### config.mk
export PLATFORM = sky130hd
export DESIGN_NAME = conv_window_gen
export DESIGN_NICKNAME = d
export VERILOG_FILES = /design/src/rtl/conv_window_gen.sv
export SDC_FILE = /design/constraint.sdc
export NUM_CORES = 1
export LEC_CHECK = 0
export CAP_MARGIN = 15
export CELL_PAD_IN_SITES_DETAIL_PLACEMENT = 1
export CELL_PAD_IN_SITES_GLOBAL_PLACEMENT = 1
export CORE_ASPECT_RATIO = 1.75
export CORE_MARGIN = 3
export CORE_UTILIZATION = 45
export DETAILED_ROUTE_END_ITERATION = 16
export PLACE_DENSITY_LB_ADDON = 0.05
export SKIP_CTS_REPAIR_TIMING = 1
export SYNTH_ARGS = -nofsm -noshare
export SYNTH_HDL_FRONTEND = slang
export SYNTH_SLANG_ARGS = --single-unit
### constraint.sdc
create_clock -name clk -period 11.5 [get_ports clk]
set_clock_uncertainty 0.1 [all_clocks]
set_input_delay 2.3 -clock clk [delete_from_list [all_inputs] [get_ports clk]]
set_output_delay 2.3 -clock clk [all_outputs]
set_load 0.01 [all_outputs]
### src/rtl/conv_window_gen.sv
// conv_window_gen: converts a raster-order pixel stream into 5x5 windows
// for the convolution PE. Four line buffers hold the previous four rows;
// a 5x5 shift-register window receives one new column per accepted pixel.
// Windows whose top-left corner fits entirely inside one frame are emitted
// through a 1-deep valid/ready output stage.
module conv_window_gen #(
    parameter int IMG_W  = 32,
    parameter int IMG_H  = 32,
    parameter int DATA_W = 8
) (
    input  logic                  clk,
    input  logic                  rst,
    input  logic                  clear,
    input  logic [DATA_W-1:0]     pix_data,
    input  logic                  pix_valid,
    output logic                  pix_ready,
    output logic [25*DATA_W-1:0]  win_data,
    output logic                  win_valid,
    input  logic                  win_ready,
    output logic [7:0]            win_row,
    output logic [7:0]            win_col,
    output logic                  win_last
);

    localparam int         COL_AW  = (IMG_W > 1) ? $clog2(IMG_W) : 1;
    localparam logic [7:0] COL_MAX = 8'(IMG_W - 1);
    localparam logic [7:0] ROW_MAX = 8'(IMG_H - 1);

    // Position of the pixel that will be accepted next
    logic [7:0] col_q, col_d;
    logic [7:0] row_q, row_d;

    // Line buffers, lb0 holds the oldest row
    logic [DATA_W-1:0] lb0 [IMG_W];
    logic [DATA_W-1:0] lb1 [IMG_W];
    logic [DATA_W-1:0] lb2 [IMG_W];
    logic [DATA_W-1:0] lb3 [IMG_W];

    // Window register, element k = row*5 + col
    logic [DATA_W-1:0] win_q [25];
    logic [DATA_W-1:0] win_d [25];

    // Output stage
    logic       valid_q, valid_d;
    logic       last_q,  last_d;
    logic [7:0] wrow_q,  wrow_d;
    logic [7:0] wcol_q,  wcol_d;

    logic              accept;
    logic              emit;
    logic [COL_AW-1:0] lb_idx;
    logic [DATA_W-1:0] new_col [5];

    // A held window blocks intake; a consumed one frees the stage in the
    // same cycle, so continuous ready never inserts a bubble.
    assign pix_ready = !rst && !clear && (!valid_q || win_ready);
    assign accept    = pix_valid && pix_ready;
    assign emit      = accept && (row_q >= 8'd4) && (col_q >= 8'd4);
    assign lb_idx    = col_q[COL_AW-1:0];

    // New right-hand column of the window, top (oldest row) to bottom
    assign new_col[0] = lb0[lb_idx];
    assign new_col[1] = lb1[lb_idx];
    assign new_col[2] = lb2[lb_idx];
    assign new_col[3] = lb3[lb_idx];
    assign new_col[4] = pix_data;

    // Line buffer column shift on every accepted pixel
    // NOTE: the line buffers are plain storage with no reset; stale contents
    // only feed windows that are never emitted, and leaving reset off lets
    // them map onto RAM.
    always_ff @(posedge clk) begin
        if (accept) begin
            // NOTE: non-blocking assignments make every stage read the old
            // value, so the four writes form a proper shift chain.
            lb0[lb_idx] <= lb1[lb_idx];
            lb1[lb_idx] <= lb2[lb_idx];
            lb2[lb_idx] <= lb3[lb_idx];
            lb3[lb_idx] <= pix_data;
        end
    end

    // Next-state logic for counters, window register and output stage
    always_comb begin
        // NOTE: every variable gets its hold value first so no path through
        // this block leaves one unassigned, which would infer a latch.
        col_d   = col_q;
        row_d   = row_q;
        win_d   = win_q;
        valid_d = valid_q;
        last_d  = last_q;
        wrow_d  = wrow_q;
        wcol_d  = wcol_q;

        if (accept) begin
            if (col_q == COL_MAX) begin
                col_d = 8'd0;
                row_d = (row_q == ROW_MAX) ? 8'd0 : row_q + 8'd1;
            end else begin
                col_d = col_q + 8'd1;
            end
            for (int i = 0; i < 5; i++) begin
                for (int j = 0; j < 4; j++) begin
                    win_d[i*5+j] = win_q[i*5+j+1];
                end
                win_d[i*5+4] = new_col[i];
            end
        end

        if (emit) begin
            valid_d = 1'b1;
            wrow_d  = row_q - 8'd4;
            wcol_d  = col_q - 8'd4;
            last_d  = (row_q == ROW_MAX) && (col_q == COL_MAX);
        end else if (win_ready) begin
            valid_d = 1'b0;
            last_d  = 1'b0;
        end

        // Frame restart drops any pending window and rewinds the counters
        if (clear) begin
            col_d   = 8'd0;
            row_d   = 8'd0;
            valid_d = 1'b0;
            last_d  = 1'b0;
            wrow_d  = 8'd0;
            wcol_d  = 8'd0;
            for (int k = 0; k < 25; k++) begin
                win_d[k] = '0;
            end
        end
    end

    // State registers
    always_ff @(posedge clk or posedge rst) begin
        if (rst) begin
            col_q   <= 8'd0;
            row_q   <= 8'd0;
            valid_q <= 1'b0;
            last_q  <= 1'b0;
            wrow_q  <= 8'd0;
            wcol_q  <= 8'd0;
            for (int k = 0; k < 25; k++) begin
                win_q[k] <= '0;
            end
        end else begin
            col_q   <= col_d;
            row_q   <= row_d;
            valid_q <= valid_d;
            last_q  <= last_d;
            wrow_q  <= wrow_d;
            wcol_q  <= wcol_d;
            win_q   <= win_d;
        end
    end

    // Flatten the window onto the PE input bus, element k on slice k
    for (genvar k = 0; k < 25; k++) begin : g_flat
        assign win_data[DATA_W*k +: DATA_W] = win_q[k];
    end

    assign win_valid = valid_q;
    assign win_last  = last_q;
    assign win_row   = wrow_q;
    assign win_col   = wcol_q;

endmodule

# ---- After elaboration in Yosys (flattened, before gate mapping)
# Memory sizes are Yosys's and may differ from the RTL's.
# Cells that the tools add are included.
dict set report totals {
  mem_count 4
  output_inout_bits 219
  ff_bits 234
  ramBits 1024
}
# name depth word_bits rd rd_clocked_by_memory_dff write_ports line
set memory_table {}
lappend memory_table {lb0 32 8 1 0 1 34} ;# logic [DATA_W-1:0] lb0 [IMG_W];
lappend memory_table {lb1 32 8 1 0 1 35} ;# logic [DATA_W-1:0] lb1 [IMG_W];
lappend memory_table {lb2 32 8 1 0 1 36} ;# logic [DATA_W-1:0] lb2 [IMG_W];
lappend memory_table {lb3 32 8 1 0 1 37} ;# logic [DATA_W-1:0] lb3 [IMG_W];
dict set report op_classes {
  eq_ne 2
  n_lt_le_gt_ge 2
  mux 20
  n_reduce_logical 15
  add_sub_neg 4
}
# op count
set op_table {}
lappend op_table {{two-way mux 200 bit} 2}
lappend op_table {{two-way mux 8 bit} 11}
lappend op_table {{adder 8 x 1 -> 8 bit, second input constant} 2}
lappend op_table {{== test 8 x 5 -> 1 bit, second input constant} 2}
lappend op_table {{greater-or-equal comparator 8 x 3 -> 1 bit, second input constant} 2}
lappend op_table {{subtractor 8 x 3 -> 8 bit, second input constant} 2}
lappend op_table {{two-way mux 1 bit} 7}
lappend op_table {{logical AND 1 bit} 6}
lappend op_table {{nonzero test 2 bit} 3}
lappend op_table {{logical NOT 1 bit} 3}
lappend op_table {{nonzero test 3 bit} 1}
lappend op_table {{AND reduction 2 bit} 1}
lappend op_table {{logical OR 1 bit} 1}

# ---- Longest topological paths before layout
dict set report depth {
  word_depth 8
  mapped_depth 11
  mapped_depth_nobuf 7
}

# ---- Worst setup path before layout
# No wires, ideal clock.
dict set report synth_timing {
  path_kind {input to register}
  from {in clear}
  to {mem lb0[18][0], enable pin}
  n_path_buf 3
  cell_stages 7
  t_required_ps 10979
  arrival_ps 4767
  setup_ps 421
  setup_slack_ps 6212
  cell_sequence {buf_2 nor2_1 and3_1 buf_2 clkbuf_1 nand2_1 nor2_1}
}
dict set report synth_via {
  elab_chain_cells 6
}
# element line
set synth_lines {}
lappend synth_lines {{start, declared} 13} ;# input logic clear,
lappend synth_lines {{logical NOT 1 bit} 56} ;# assign pix_ready = !rst && !clear && (!valid_q || win_ready);
lappend synth_lines {{logical AND 1 bit (2 in a row)} 56}
lappend synth_lines {{logical AND 1 bit} 57} ;# assign accept = pix_valid && pix_ready;
lappend synth_lines {{two-way mux 1 bit} 73} ;# if (accept) begin
lappend synth_lines {{two-way mux 1 bit (not written as such)} 76} ;# lb0[lb_idx] <= lb1[lb_idx];
lappend synth_lines {{end, declared} 34}
# No other way between the ends.

# ---- Worst setup path after layout
dict set report layout_timing {
  from {in rst}
  to {out pix_ready}
}
dict set report layout_via {
  elab_chain_cells 3
}
# element line
set layout_lines {}
lappend layout_lines {{start, declared} 12} ;# input logic rst,
lappend layout_lines {{logical NOT 1 bit (no line)} -}
lappend layout_lines {{logical AND 1 bit (2 in a row)} 56}
lappend layout_lines {{end, declared} 16} ;# output logic pix_ready,
# No other way between the ends.

==> impl_results.md <==
* Seq/Total Area, Yosys at 0.7537
* Detailed-route vias per instance at 5.771
* First-pass DRT Iterations at 5
* Leak at 18.87 nW
* Fin. Hold Viols at 0
* Average wire per standard cell at 28.12 um
* Syn Area/Cell at 15.70 um2
* Unrepaired setup endpoints after global routing: no
* Post-synth ARST share at 0.1860
* Final slew viol count at 0
* Layout area overhead at 16.41%
* Worst-Margin Slew at 1.162 ns
* Syn Inst Count at 3094
* Maximum clock path buffer count at 3
* DR vias at 27630
* Min Tclk post-route at 6.349 ns
* Yosys reg bits at 1258
* Die H at 440.6 um
* CP Max Fanout at 4
* Initial antenna violation count at 1
* Initial core utilization at 0.4558
* FILL cells at 9972
* CP Launch Type: primary input
* Worst Path Required at 9.10 ns
* CTS tree: done
* 1st-iter DRT viols at 2013
* Crit. End Element: output port
* Yosys top cell area share at 0.6332
* Die width at 254.3 um
* Fraction of layout cells with a size suffix above 1 at 0.09486
* CTS root buf: clkbuf_16
* Latest clock arrival within the worst-skew pair at 0.73 ns
* Worst slew margin at 0.2182
* Critical path type: primary input to output port
* VDD IR max at 0.1312 mV
* GR Overflow Total at 0
* Ratio of final minimum period to clock period at 0.5521
* Library cells used by synthesis at 40
* Final wirelength at 134600 um
* Largest net degree at the start of global routing at 130
* Setup TNS at 0 ns
* Commonest cells after routing, fill and taps aside: 1024 x edfxtp_1, 531 x mux2i_1, 387 x nand2_1, 256 x o22ai_1, 233 x dfrtp_1
* Commonest non-fill, non-tap cell in the layout: edfxtp_1
* CTS buffer count at 112
* Post-synth EDFFs at 1024
* Synth top area cells: edfxtp_1 63%, dfrtp_1 12%, mux2i_1 11%
* I/O Buffers at 231
* Fmax at 0.1575 GHz
* PD cells at 159.3 nW/um2
* Clock Pin Slew Worst Setup and Hold Paths at 0.06 ns
* First-pass GRT wire length at 198100 um
* # Max-Cap Violations at 0
* Ys Warns at 0
* Core Util, Final at 0.5305
* Final GP Congestion at 0.7820
* Tot GR Track Use at 0.2405
* Main synth FF type: edfxtp_1
* Top Ports at 232
* WP data arrival at 3.95 ns
* Htree depth at 3
* Final net count at 3356
* Min-delay worst type: register to register
* Setup violations, final at 0
* Sink Count at 1258
* Core region area at 106600 um2
* Number of global-route vias before repair at 29510
* Die area at 112100 um2
* Cell area after synthesis at 48560 um2
* Post-synth net total at 3119
* Post-detailed-route count of antenna-violating nets at 0
* Rows at 158
* DPL Wire Length at 82250 um
* DRC violations left at 0
* Area leader, netlist: edfxtp_1
* Status: finished clean
critical path: stages:
cell and delay (ns):
clkdlybuf4s50_1 0.52, nor2_1 0.41, and2_1 0.19, clkdlybuf4s50_1 0.53
flip-flops by register name (all words and copies together), names as in the netlist:
register	cells
row_q	8
col_q	8
win_last	1
lb3	256
win_data	200
win_col	8
win_valid	1
lb2	256
lb1	256
lb0	256
win_row	8
cells by family (layout without fill, tap and decap cells):
kind of cell	after synthesis	after routing	synth area share
flops	1258	1258	0.7537
simple gates	617	617	0.05676
mux	531	531	0.1094
compound gates	450	450	0.05477
buf+inv	213	545	0.01984
xor+xnor	13	13	0.002345
fa+ha+maj	12	12	0.003092
other cells	0	1	0
path summary, 6_finish.rpt:
path                                      end  slack [ns]     startpoint  cells past startpoint
worst max register to register     lb0[15][6]        6.51       col_q[0]                      6
max in group asynchronous       win_data[194]        7.83            rst                      3
worst min register to register  win_data[166]        0.40  win_data[174]                      2
min in group asynchronous          win_row[4]        2.02            rst                      2
worst max-delay path                pix_ready        5.15            rst                      4
worst min-delay path            win_data[166]        0.40  win_data[174]                      2
per-layer routing:
metal	up-vias	routed length [um]	track usage
met4	0	3227	0.06971
met1	14500	53180	0.2936
met2	652	72770	0.4447
li1	12310	-	-
met3	170	5449	0.02869
met5	-	0	0
synth_stat cells (all sizes together) (6+ instances only):
library cell / instances
mux2i: 531
o22ai: 256
buf: 124
a21oi: 149
nand4bb: 6
o21ai: 7
nor2: 48
nor4: 64
nor3: 7
a21o: 24
ha: 12
dfrtp: 234
nand2: 393
a31oi: 8
xnor2: 6
nand3: 45
clkbuf: 79
and3: 30
edfxtp: 1024
inv: 10
xor2: 7
report_power, final:
group	internal (mW)	switching (mW)
Clock	2.03	1.69
Combinational	0.101	0.226
Sequential	4.95	0.0148
metrics by stage:
stage	hold WS, ns	cells	setup slack, ns	instance area [um2]	total power, mW
5_1_grt	0.4432	4787	5.107	56530	9.293
2_1_floorplan	0.4015	3094	2.682	48560	5.240
3_3_place_gp	0.3781	4563	5.158	52600	5.376
4_1_cts	0.4121	4774	5.159	56230	9.098
3_5_place_dp	0.3978	4565	5.162	52620	5.386
6_report	0.4028	4787	5.151	56530	9.004
cell type report:
| class | instances | area (um2) | area share |
|---|---|---|---|
| antenna | 1 | 2.502 | 0.00004427 |
| clock buffer | 137 | 3022 | 0.05345 |
| clock inverter | 72 | 585.6 | 0.01036 |
| inverter | 10 | 45.04 | 0.0007968 |
| multi-input combinational | 1623 | 11310 | 0.2001 |
| sequential | 1258 | 36610 | 0.6476 |
| tap | 1360 | 1702 | 0.03010 |
| timing repair buffer | 326 | 3256 | 0.05759 |
No activity file was read; power rests on OpenSTA's default activity.
